===== src/rtl/button_conditioner.sv =====
// Push-button conditioner: two-flop synchroniser, per-channel debounce FSM and
// one-cycle press / release / long-press strobes, all in the clk domain.
module button_conditioner #(
  parameter int N_BTN           = 2,
`ifdef DEBUG
  parameter int DEBOUNCE_CYCLES = 4,
  parameter int LONG_CYCLES     = 20
`else
  parameter int DEBOUNCE_CYCLES = 270000,
  parameter int LONG_CYCLES     = 27000000
`endif
) (
  input  logic                 clk,
  input  logic                 rst,
  input  logic [N_BTN-1:0]     btn_n,
  output logic [N_BTN-1:0]     pressed,
  output logic [N_BTN-1:0]     press_pulse,
  output logic [N_BTN-1:0]     release_pulse,
  output logic [N_BTN-1:0]     long_pulse,
  output logic [2*N_BTN-1:0]   state_dbg
);

  localparam int DBW = $clog2(DEBOUNCE_CYCLES + 1);
  localparam int HW  = $clog2(LONG_CYCLES + 1);

  localparam logic [DBW-1:0] DB_LAST   = DBW'(DEBOUNCE_CYCLES - 1);
  localparam logic [HW-1:0]  HOLD_MAX  = HW'(LONG_CYCLES);
  localparam logic [HW-1:0]  HOLD_LAST = HW'(LONG_CYCLES - 1);

  typedef enum logic [1:0] {
    IDLE       = 2'd0,
    PRESS_WAIT = 2'd1,
    HELD       = 2'd2,
    REL_WAIT   = 2'd3
  } state_t;

  // Reset to released so a button held through reset is seen as a fresh press.
  logic [N_BTN-1:0] sync1;
  logic [N_BTN-1:0] sync2;
  logic [N_BTN-1:0] s;

  always_ff @(posedge clk) begin
    if (rst) begin
      sync1 <= '1;
      sync2 <= '1;
    end else begin
      sync1 <= btn_n;
      sync2 <= sync1;
    end
  end

  assign s = ~sync2;

  for (genvar i = 0; i < N_BTN; i++) begin : g_ch
    state_t          state_q, state_d;
    logic [DBW-1:0]  db_q, db_d;
    logic [HW-1:0]   hold_q, hold_d;
    logic            pressed_q, pressed_d;
    logic            press_q, press_d;
    logic            rel_q, rel_d;
    logic            long_q, long_d;

    always_comb begin
      state_d   = state_q;
      db_d      = db_q;
      hold_d    = hold_q;
      pressed_d = pressed_q;
      press_d   = 1'b0;
      rel_d     = 1'b0;
      long_d    = 1'b0;

      // Hold time keeps running through a release bounce; only a new press clears it.
      if (state_q == HELD || state_q == REL_WAIT) begin
        if (hold_q != HOLD_MAX) begin
          hold_d = hold_q + HW'(1);
        end
        if (hold_q == HOLD_LAST) begin
          long_d = 1'b1;
        end
      end

      case (state_q)
        IDLE: begin
          if (s[i]) begin
            state_d = PRESS_WAIT;
            db_d    = '0;
          end
        end
        PRESS_WAIT: begin
          if (!s[i]) begin
            state_d = IDLE;
            db_d    = '0;
          end else if (db_q == DB_LAST) begin
            state_d   = HELD;
            db_d      = '0;
            hold_d    = '0;
            pressed_d = 1'b1;
            press_d   = 1'b1;
          end else begin
            db_d = db_q + DBW'(1);
          end
        end
        HELD: begin
          if (!s[i]) begin
            state_d = REL_WAIT;
            db_d    = '0;
          end
        end
        REL_WAIT: begin
          if (s[i]) begin
            state_d = HELD;
            db_d    = '0;
          end else if (db_q == DB_LAST) begin
            state_d   = IDLE;
            db_d      = '0;
            pressed_d = 1'b0;
            rel_d     = 1'b1;
          end else begin
            db_d = db_q + DBW'(1);
          end
        end
        default: begin
          state_d = IDLE;
          db_d    = '0;
        end
      endcase
    end

    always_ff @(posedge clk) begin
      if (rst) begin
        state_q   <= IDLE;
        db_q      <= '0;
        hold_q    <= '0;
        pressed_q <= 1'b0;
        press_q   <= 1'b0;
        rel_q     <= 1'b0;
        long_q    <= 1'b0;
      end else begin
        state_q   <= state_d;
        db_q      <= db_d;
        hold_q    <= hold_d;
        pressed_q <= pressed_d;
        press_q   <= press_d;
        rel_q     <= rel_d;
        long_q    <= long_d;
      end
    end

    assign pressed[i]             = pressed_q;
    assign press_pulse[i]         = press_q;
    assign release_pulse[i]       = rel_q;
    assign long_pulse[i]          = long_q;
    assign state_dbg[2*i +: 2]    = state_q;
  end

endmodule


===== config.mk =====
export PLATFORM = sky130hd
export DESIGN_NAME = button_conditioner
export DESIGN_NICKNAME = d
export VERILOG_FILES = /design/src/rtl/button_conditioner.sv
export SDC_FILE = /design/constraint.sdc
export NUM_CORES = 1
export LEC_CHECK = 0
export BUFFER_PORTS_ARGS = -buffer_cell sky130_fd_sc_hd__buf_2
export CAP_MARGIN = 15
export CORE_MARGIN = 2
export CORE_UTILIZATION = 62
export DETAILED_ROUTE_END_ITERATION = 8
export PLACE_DENSITY_LB_ADDON = 0.1
export REMOVE_ABC_BUFFERS = 1
export SYNTH_ARGS = -nofsm -noshare
export SYNTH_HDL_FRONTEND = slang
export SYNTH_SLANG_ARGS = --single-unit
export TNS_END_PERCENT = 50

===== constraint.sdc =====
create_clock -name clk -period 2.6 [get_ports clk]
set_input_delay 0.52 -clock clk [delete_from_list [all_inputs] [get_ports clk]]
set_output_delay 0.52 -clock clk [all_outputs]
set_load 0.02 [all_outputs]

# Word-level counts from Yosys, hierarchy flattened
# Cells that the tools add are included.
# word_totals
ff_bits	104
in_bits	4
output_inout_bits	12
word_cells	125
# op_classes
n_addsub	4
eq_ne	28
muxes	50
bitwise	9
n_reduce_logical	18
# op_table
op	count
two-way mux 25 bit	10
two-way mux 19 bit	10
case mux 19 bit (4 select lines)	2
adder 25 x 1 -> 25 bit, second input constant	2
equality test 25 bit, second input constant	2
inequality test 25 bit, second input constant	2
adder 19 x 1 -> 19 bit, second input constant	2
equality test 19 bit, second input constant	2
two-way mux 2 bit	12
inequality test 2 bit, second input constant	10
case mux 2 bit (4 select lines)	2
two-way mux 1 bit	12
OR reduction 3 bit	4
AND reduction 5 bit	2
equality test 2 bit, second input constant	4
inverter 1 bit	8
AND reduction 4 bit	2
inequality test 3 x 2 -> 1 bit, second input constant	2
inequality test 3 bit, second input constant	2
equality test 2 x 1 -> 1 bit, second input constant	2
zero test 2 bit	2
inequality test 2 x 1 -> 1 bit, second input constant	2
case mux 1 bit (2 select lines)	2
AND reduction 2 bit	2
other kinds (4)	7

# Logic depth before layout (Yosys ltp)
# Gate-level depths: netlist (run 1).
# logic_depth
depth_word	6
mapped_depth	8

# Worst setup path before layout (run 1)
# OpenSTA, ideal clock, no wires.
# synth_path
kind	reg-to-reg
startpoint	reg g_ch[1].db_q[14]
endpoint	reg g_ch[1].hold_q[20]
t_arrival_ns	1.945
required_ns	2.475
setup_slack_ns	0.530
stages_incl_launch_ff	7
path_buffers	1
synth_period_minus_slack_ns	2.070
path_cell_list	dfxtp_1 or4_4 nor4_4 nand3_4 o31ai_4 buf_6 a21oi_1
# synth_between
elab_chain_len	4
# synth_lines
element	line_no	text
from (decl)	56	logic [DBW-1:0] db_q, db_d;
from (signal assigned)	132	db_q <= '0;
from (signal assigned)	140	db_q <= db_d;
equality test 19 bit	93	end else if (db_q == DB_LAST) begin
two-way mux 25 bit	93	
two-way mux 25 bit	90	if (!s[i]) begin
two-way mux 25 bit	82	case (state_q)
to (signal assigned)	141	hold_q <= hold_d;
to (decl)	57	logic [HW-1:0] hold_q, hold_d;
# No other way between the ends.
# A chain may end at the register's enable or synchronous reset.

# Worst setup path after layout (run 1)
# layout_path
startpoint	reg sync2[1]
endpoint	reg g_ch[1].db_q[18]
# layout_between
elab_chain_len	3
# layout_lines
element	line_no	text
from (decl)	39	logic [N_BTN-1:0] sync2;
from (signal assigned)	48	sync2 <= sync1;
inverter 2 bit *	52	assign s = ~sync2;
two-way mux 19 bit (tied with other cells)	110	if (s[i]) begin
case mux 19 bit (4 select lines) or AND reduction 2 bit (tied branches)	--	
# Every way passes the cells marked *; elsewhere a longest branch is shown, timed or not.

==> impl_results.md, run 1 <==
- Global route total overflow: 0
- Final core occ: 69.7%
- H-tree depth: 3
- Switching share of total power: 22.0%
- Ys async rst share: 0%
- Max Cap Viol: 0
- Worst setup EP type: flop
- Max Slew Vio Count: 0
- CTS tree: done
- Synth warn: 0
- Post-CTS setup buffers: 0
- Largest area contributor in the netlist: dfxtp_1
- Share of the synthesized area in the top cell type: 41.3%
- CP Class: reg -> reg
- Worst slew pin tran: 0.919 ns
- Vias in the first global route: a little over 4,000
- Status: complete, no violations
- Worst rel slew slack: between 30% and 40%
- Synth Flop Type: dfxtp_1
- Clock buffer count from CTS: 9
- Non-Filler Instances: 720
- I/O Pins: 16
- Fmax: between 400 and 500 MHz
- Post-cts sizing count: 0
- DRT iter0 DRCs: about 180
- Clock power share: about two fifths
- Final Cycle Share: 88.3%
- Sequential-to-total area share from yosys stat: approximately two fifths
- Drt first pass iters: 5
- Period minus WS final: between 2 and 2.5 ns
- Die area: slightly below 9000 um^2
- Total global-route track usage: between 20% and 30%
- Number of library cell types mapped by synthesis: 52
- Antenna viol nets, final: 0
- Syn_area_per_cell: 8.38 um^2
- Ranking of synthesized cells by area: dfxtp_1, nor2_1, xor2_1
- Hold Vio Cnt, Final: 0
- CP required: approximately 2.9 ns
- First-pass GRT wire length: around 18,000 um
- CP arrival: 2.59 ns
- Via-per-instance ratio: approximately 6.1
- Tot Pwr: 2.86 mW
- Placed cells: 704
- Dpl cell area: around 5200 um^2
- Hold_buf cts: 0
- Layout area overhead: 8.02%
- Routed wire length: between 10,000 and 15,000 um
- Switching power: 0.627 mW
- Vias: 4,361
- Antenna violations before repair: 0
- Cell area after layout: 5440 um^2
- WL/cell: 14.9 um
- Clock tree buffer depth: 2
- Placeable Area: ~7800 um^2
- Die H: around 94 um
- Combinational Power Share: under 10%
- Initial Util: between 60% and 70%
- Nets: slightly above 600
- GPL Wtd Cong: about 0.85
- Worst setup margin: between 0.3 and 0.4 ns
- Layout Skew: 0.0134 ns
- Maximum VDD drop: a little under 0.0003 V
- Gate Count Post-Synth: 601
- Max FO, Critical Path: 16
- Share of cells above drive strength 1: between 10% and 20%
- Worst-Skew Late Latency: 0.37 ns
- RSZ-0062 raised after global routing: false
- Setup Viol. Count Final: 0
- Leak: between 1.5 and 2 nW
- Commonest non-fill, non-tap cell in the layout: dfxtp_1
- Mapped Area: ~5000 um^2
- EDFF count, synth: 0
- Die extent in x: between 90 and 100 um
- Rows: 32
- # DRC: 0
- Clk slew on worst S/H paths: 0.10 ns
- Internal power: 2.23 mW
- P per Cell Area: between 500 and 600 nW/um^2
- Seq cells post-synth: between 100 and 150
- Clock sinks: 104
- Antenna fix cells: 0
- Largest net degree at the start of global routing: 27
- Crit start category: flop
- HP Class: in -> reg
- Root Buffer: clkbuf_8
- Dpl ws: ~0.34 ns
- Most frequent cells in the layout: dfxtp_1, nor2_1, nand3_1, nand2_1, nand4_1
- Sequential share of power: ~56%
- Number of port buffers: 15
- Detailed Place HPWL: roughly 7500 um
[cells by family after synthesis]
logic type | count (synthesis) | share of synthesized area, %
AND/OR/NAND/NOR | 297 | 31.5
flip-flops | 104 | 41.3
AO/OA/AOI/OAI | 93 | 11.7
buffers and inverters | 48 | 4.57
XOR/XNOR | 47 | 8.17
multiplexers | 6 | 1.19
adder cells (fa/ha/maj) | 6 | 1.49
[per-stage QoR]
step	hold slack (ns)	setup TNS, ns
finish	0.347	0
CTS	0.335	0
floorplan	0.389	-0.170
global placement	0.397	0
detailed placement	0.399	0
global route	0.343	0
[worst max-delay path, stage by stage (launching register included)]
cell and delay [ns]:
dfxtp_1 0.45, xnor2_1 0.21, nand2_1 0.17, a211oi_2 0.80, buf_4 0.31, a41oi_1 0.12, a31oi_1 0.17
[worst paths after layout]
check	to	cells after the start	startpoint	slack, ns
setup / recovery	g_ch[1].db_q[18]$_SDFFE_PP0P_	6	sync2[1]$_SDFF_PP1_	0.30
hold / removal	sync1[1]$_SDFF_PP1_	2	btn_n[1]	0.35
setup reg to reg	g_ch[1].db_q[18]$_SDFFE_PP0P_	6	sync2[1]$_SDFF_PP1_	0.30
hold reg to reg	sync2[0]$_SDFF_PP1_	1	sync1[0]$_SDFF_PP1_	0.42
[synthesized netlist by cell type (15+ instances only)]
| cell type | count |
|---|---|
| a21oi_1 | 31 |
| a31oi_1 | 16 |
| and3_1 | 15 |
| clkbuf_1 | 15 |
| dfxtp_1 | 104 |
| inv_1 | 18 |
| nand2_1 | 39 |
| nand3_1 | 46 |
| nand4_1 | 35 |
| nor2_1 | 77 |
| nor3_1 | 17 |
| o21ai_0 | 20 |
| xnor2_1 | 19 |
| xor2_1 | 28 |
[per-layer routing]
| metal | GRT usage [%] | share of wire, % | wire, um | vias up |
|---|---|---|---|---|
| met5 | 0 | 0 | 0 | - |
| met4 | 7.61 | 1.4 | 146 | 0 |
| met3 | 5.86 | 4.3 | 463 | 15 |
| met2 | 42.8 | 50 | 5320 | 103 |
| met1 | 33.0 | 45 | 4780 | 2061 |
| li1 | - | - | - | 2182 |
[flip-flops by register name, summed over array words and instances, names as in the netlist, named ones only]
name	count
g_ch.hold_q	50
g_ch.db_q	38
g_ch.long_q	2
g_ch.press_q	2
g_ch.pressed_q	2
g_ch.rel_q	2
g_ch.state_q	2
sync1	2
sync2	2
[power groups by stage]
stage	sequential [mW]	combinational, mW	clock [mW]
floorplan	1.65	0.0405	0
global placement	1.64	0.0832	0
detailed placement	1.64	0.0848	0
CTS	1.61	0.0848	1.18
global route	1.61	0.0929	1.25
finish	1.61	0.0843	1.17
[layout make-up]
class,instances,area [um^2]
Multi-Input combinational cell,449,2730
Fill cell,653,2370
Sequential cell,104,2080
Timing Repair Buffer,31,195
Clock buffer,11,151
Tap cell,102,128
Clock inverter,5,87.6
Inverter,18,67.6
No activity file was read; power rests on OpenSTA's default activity.
==> run 2: changes to the inputs <==
--- a/config.mk
+++ b/config.mk
@@ -10,6 +10,7 @@
 export CORE_MARGIN = 2
 export CORE_UTILIZATION = 62
 export DETAILED_ROUTE_END_ITERATION = 8
+export GPL_TIMING_DRIVEN = 0
 export PLACE_DENSITY_LB_ADDON = 0.1
 export REMOVE_ABC_BUFFERS = 1
 export SYNTH_ARGS = -nofsm -noshare
==> impl_results.md, run 2 (synthesis results as in run 1) <==
- Status: complete, no violations
- Worst setup EP type: flop
- CP Class: reg -> reg
- Worst path slowest cell: a211oi_2
- Total global-route track usage: 24.6% (-0.98 points)
- HP Class: in -> reg
- Nets: 613 (-1.6%)
- Critical Path, Cell by Cell: ha_1 -> and3_1 -> and4_1 -> a211oi_2 -> buf_6 -> or3b_2 -> nand3_1
- Most frequent cells in the layout: dfxtp_1, nor2_1, nand3_1, nand2_1, nand4_1
- First-pass GRT wire length: 17,600 um (-4.4%)
- Setup Viol. Count Final: 0 (unchanged)
- P per Cell Area: 511 nW/um^2 (-2.8%)
- Drt first pass iters: 5 (unchanged)
- Crit path max-delay family: simple AND/OR/NAND/NOR gates
- Global route total overflow: 0 (unchanged)
- Leading registers by flop count: g_ch.hold_q (50), g_ch.db_q (38)
- Dpl cell area: 5130 um^2 (-1.3%)
- Detailed Place HPWL: 7060 um (-6.2%)
- Die extent in x: 94.1 um (unchanged)
- Hold Vio Cnt, Final: 0 (unchanged)
- Root Buffer: clkbuf_8
- Antenna fix cells: 0 (unchanged)
- Hold Crit Start: btn_n[0]
- Clk slew on worst S/H paths: 0.10 ns (about the same)
- Routed wire length: 10,500 um (-2.2%)
- Largest Register: g_ch.hold_q
- Worst hold margin: 0.348 ns (+0.000171 ns)
- Crit start category: flop
- Via-per-instance ratio: 5.99 (-1.1%)
- R2R Path Start: g_ch[0].db_q[0]$_SDFFE_PP0P_
- Initial Util: 64.5% (unchanged)
- Fmax: 407 MHz (-6.6%)
- GPL Wtd Cong: 0.888 (+3.9%)
- Worst slew pin tran: 1.01 ns (+0.0868 ns)
- Leak: 1.85 nW (-3.0%)
- Max Slew Vio Count: 0 (unchanged)
- Worst-Skew Late Latency: 0.37 ns (about the same)
- Share of cells above drive strength 1: 9.21% (-1.1 points)
- Footprint of the multi-input gates: 2770 um^2 (+1.6%)
- Antenna violations before repair: 0 (unchanged)
- Die H: 94.1 um (unchanged)
- Layout Skew: 0.00772 ns (-0.00568 ns)
- H-tree depth: 3 (unchanged)
- Layout area overhead: 7.01%
- Worst Path Buf+Inv: 1 (unchanged)
- Max FO, Critical Path: 11 (-5)
- Antenna viol nets, final: 0 (unchanged)
- Rows: 32 (unchanged)
- Maximum VDD drop: 0.000239 V (-19%)
- DRT iter0 DRCs: 194 (+6.6%)
- CP startpoint: g_ch[0].db_q[0]$_SDFFE_PP0P_
- # DRC: 0 (unchanged)
- Tot Pwr: 2.75 mW (-3.7%)
- Commonest non-fill, non-tap cell in the layout: dfxtp_1
- CP arrival: 2.77 ns (+0.18 ns)
- Number of port buffers: 15 (unchanged)
- CP required: 2.92 ns (+0.02 ns)
- Vias in the first global route: 3,887 (-5.1%)
- Clock buffer count from CTS: 9 (unchanged)
- Sequential cell area: 2080 um^2 (about the same)
- Vias: 4,252 (-2.5%)
- Post-CTS setup buffers: 0 (unchanged)
- Final Cycle Share: 94.6% (+6.3 points)
- Final core occ: 69.0% (-0.66 points)
- Period minus WS final: 2.46 ns (+0.163 ns)
- Hold_buf cts: 0 (unchanged)
- Clock tree buffer depth: 2 (unchanged)
- Die area: 8860 um^2 (unchanged)
- Cell area after layout: 5390 um^2 (-0.94%)
- CP max stage delay: 0.59 ns (-0.21 ns)
- I/O Pins: 16 (unchanged)
- RSZ-0062 raised after global routing: true
- WL/cell: 14.7 um (-0.85%)
- Post-Route Setup TNS: 0 ns (unchanged)
- Largest register FFs: 50 (unchanged)
- CTS tree: done
- # fillers: 657 (+0.61%)
- Placeable Area: 7810 um^2 (unchanged)
- Largest net degree at the start of global routing: 31 (+15%)
- Max Cap Viol: 0 (unchanged)
- Worst rel slew slack: 32.4% (-6.2 points)
- Clock sinks: 104 (unchanged)
## run 2: repair_timing
action	4_1_cts	5_1_grt
cloned	1	0
setup endpoints to repair	25	12
gates resized for setup	1	3
## run 2: area by class of cell
type,count,area share [%]
Multi-Input combinational cell,450,51.4
Clock inverter,4,0.952
Clock buffer,12,3.06
Sequential cell,104,38.7
Inverter,18,1.25
Timing Repair Buffer,20,2.28
Tap cell,102,2.37
## run 2: power breakdown
| group | switching [mW] | internal, mW |
|---|---|---|
| Combinational | 0.0576 | 0.0232 |
| Sequential | 0.00733 | 1.60 |
| Clock | 0.540 | 0.524 |
| Total | 0.605 | 2.15 |
## run 2: worst register-to-register path, delay by kind of cell, from the launching register on
family | cells | cell delay (ns)
AOI/OAI and AO/OA | 1 | 0.59
and+or+nand+nor | 4 | 0.98
adders and majority gates | 1 | 0.25
buffers and inverters | 1 | 0.23
DFF | 1 | 0.35
## run 2: metrics by stage
step | cells | worst slack [ns]
after floorplan | 571 | -0.0848
after CTS | 709 | 0.0197
final | 710 | 0.142
after global placement | 688 | -0.507
after detailed placement | 692 | -0.0555
after global routing | 710 | -0.0250
## run 2: final timing paths
path	to	slack [ns]	cells past startpoint
min reg2reg	sync2[0]$_SDFF_PP1_	0.41	1
min	sync1[0]$_SDFF_PP1_	0.35	2
max	g_ch[0].db_q[18]$_SDFFE_PP0P_	0.14	7
max reg2reg	g_ch[0].db_q[18]$_SDFFE_PP0P_	0.14	7
## run 2: per-layer routing
layer,GRT usage (%),part of all wire (%),vias up
li1,-,-,2162
met1,31.4,47,2013
met2,42.4,49,66
met3,5.14,3.4,11
met4,6.40,0.99,0
met5,0,0,-
==> run 3: changes to the inputs <==
--- a/config.mk
+++ b/config.mk
@@ -13,6 +13,7 @@
 export GPL_TIMING_DRIVEN = 0
 export PLACE_DENSITY_LB_ADDON = 0.1
 export REMOVE_ABC_BUFFERS = 1
+export SETUP_SLACK_MARGIN = 0.2
 export SYNTH_ARGS = -nofsm -noshare
 export SYNTH_HDL_FRONTEND = slang
 export SYNTH_SLANG_ARGS = --single-unit
==> impl_results.md, run 3 (synthesis results as in run 1) <==
- Status: complete, no violations
- Tot Pwr: 2.76 mW (+0.50%)
- Antenna fix cells: 0 (unchanged)
- Nets: 618 (+0.82%)
- Die area: 8860 um^2 (unchanged)
- Worst hold margin: 0.345 ns (-0.00300 ns)
- Rows: 32 (unchanged)
- CP required: 2.87 ns (-0.05 ns)
- Number of port buffers: 15 (unchanged)
- Most frequent cells in the layout: dfxtp_1, nor2_1, nand3_1, nand2_1, nand4_1
- Hold path endpoint: sync1[0]$_SDFF_PP1_
- Fmax: 437 MHz (+7.4%)
- Routed wire length: 10,500 um (+0.24%)
- R2R Path Start: g_ch[1].db_q[14]$_SDFFE_PP0P_
- Die H: 94.1 um (unchanged)
- Vias in the first global route: 3,929 (+1.1%)
- Leading registers by flop count: g_ch.hold_q (50), g_ch.db_q (38)
- Global route total overflow: 0 (unchanged)
- Hold Vio Cnt, Final: 0 (unchanged)
- Hold Crit Start: btn_n[0]
- Crit start category: flop
- Root Buffer: clkbuf_8
- DRT iter0 DRCs: 187 (-3.6%)
- Layout Skew: 0.00846 ns (+0.000747 ns)
- RSZ-0062 raised after global routing: false
- WL/cell: 14.7 um (-0.46%)
- Max Slew Vio Count: 0 (unchanged)
- FF-to-FF setup slack: 0.31 ns (+0.17 ns)
- Max FO, Critical Path: 13 (+2)
- HP Class: in -> reg
- Commonest non-fill, non-tap cell in the layout: dfxtp_1
- Antenna viol nets, final: 0 (unchanged)
- # fillers: 648 (-1.4%)
- CTS tree: done
- Post-Route Setup TNS: 0 ns (unchanged)
- Largest Register: g_ch.hold_q
- Worst reg2reg endpoint: g_ch[1].hold_q[24]$_SDFF_PP0_
- Maximum VDD drop: 0.000243 V (+2.0%)
- Layout area overhead: 8.22%
- Placeable Area: 7810 um^2 (unchanged)
- Share of cells above drive strength 1: 10.1% (+0.90 points)
- Clk slew on worst S/H paths: 0.10 ns (about the same)
- Worst slew pin tran: 1.00 ns (-0.00135 ns)
- GPL Wtd Cong: 0.888 (unchanged)
- Worst-Skew Late Latency: 0.37 ns (about the same)
- Cell area after layout: 5450 um^2 (+1.1%)
- CP Class: reg -> reg
- Largest register FFs: 50 (unchanged)
- Clock sinks: 104 (unchanged)
- Setup Viol. Count Final: 0 (unchanged)
- Detailed Place HPWL: 7060 um (unchanged)
- P per Cell Area: 507 nW/um^2 (-0.63%)
- Largest net degree at the start of global routing: 31 (unchanged)
- Period minus WS final: 2.29 ns (-0.169 ns)
- Antenna violations before repair: 0 (unchanged)
- Clock buffer count from CTS: 9 (unchanged)
- Worst setup EP type: flop
- Max Cap Viol: 0 (unchanged)
- Initial Util: 64.5% (unchanged)
- Final core occ: 69.8% (+0.79 points)
- Vias: 4,260 (+0.19%)
- Worst rel slew slack: 32.5% (+0.090 points)
- Total global-route track usage: 24.9% (+0.24 points)
- Hold Path Depth: 2 (unchanged)
- CP arrival: 2.56 ns (-0.21 ns)
- Die extent in x: 94.1 um (unchanged)
- Dpl cell area: 5130 um^2 (unchanged)
- I/O Pins: 16 (unchanged)
- # DRC: 0 (unchanged)
- Leak: 1.88 nW (+1.8%)
- First-pass GRT wire length: 17,800 um (+0.74%)
- R2R cell count: 6 (-1)
- Clock tree buffer depth: 2 (unchanged)
- H-tree depth: 3 (unchanged)
- Final Cycle Share: 88.1% (-6.5 points)
- Drt first pass iters: 4 (-1)
- Via-per-instance ratio: 5.96 (-0.51%)
## run 3: worst max path at each step
stage | slack (ns) | endpoint | from
CTS | 0.17 | g_ch[0].db_q[18]$_SDFFE_PP0P_ | g_ch[0].db_q[0]$_SDFFE_PP0P_
global route | 0.21 | g_ch[1].hold_q[24]$_SDFF_PP0_ | g_ch[1].db_q[0]$_SDFFE_PP0P_
finish | 0.31 | g_ch[1].hold_q[24]$_SDFF_PP0_ | g_ch[1].db_q[14]$_SDFFE_PP0P_
detailed placement | -0.06 | g_ch[1].hold_q[24]$_SDFF_PP0_ | g_ch[1].db_q[14]$_SDFFE_PP0P_
global placement | -0.51 | g_ch[0].db_q[18]$_SDFFE_PP0P_ | g_ch[0].db_q[0]$_SDFFE_PP0P_
floorplan | -0.08 | g_ch[0].db_q[18]$_SDFFE_PP0P_ | flop
## run 3: critical path: stages, from the launching register on
cell and delay, ns:
dfxtp_1 0.36, or4_4 0.56, nor4_4 0.49, nand3_4 0.23, o31ai_4 0.31, buf_12 0.18
nor3b_1 0.05
## run 3: area by class of cell
type / instances / area [um^2] / area share [%]
Clock buffer: 12 / 165 / 3.03
Sequential cell: 104 / 2080 / 38.2
Clock inverter: 4 / 51.3 / 0.941
Tap cell: 102 / 128 / 2.34
Timing Repair Buffer: 25 / 175 / 3.21
Multi-Input combinational cell: 450 / 2780 / 51.0
Inverter: 18 / 67.6 / 1.24
## run 3: timing repair
| action | in CTS | in global routing |
|---|---|---|
| gates cloned | 1 | 0 |
| gates resized for setup | 3 | 3 |
| setup buffers | 4 | 2 |
| pin swaps | 2 | 1 |
| hold buffers | 0 | 0 |
| setup endpoints to repair | 33 | 13 |
## run 3: routing by layer
| metal | share of wire [%] | GRT usage [%] |
|---|---|---|
| met4 | 1.2 | 7.73 |
| met1 | 47 | 31.5 |
| met5 | 0 | 0 |
| met2 | 49 | 42.6 |
| met3 | 3.1 | 5.06 |
## run 3: through the flow
stage / worst slack (ns) / std cells
after floorplan: -0.0848 / 571
after global placement: -0.507 / 688
after detailed placement: -0.0555 / 692
after CTS: 0.169 / 713
after global routing: 0.211 / 715
final: 0.311 / 715
## run 3: power breakdown
part	internal (mW)	switching (mW)
sequential	1.60	0.00733
clock	0.524	0.546
combinational	0.0292	0.0596
total	2.15	0.613
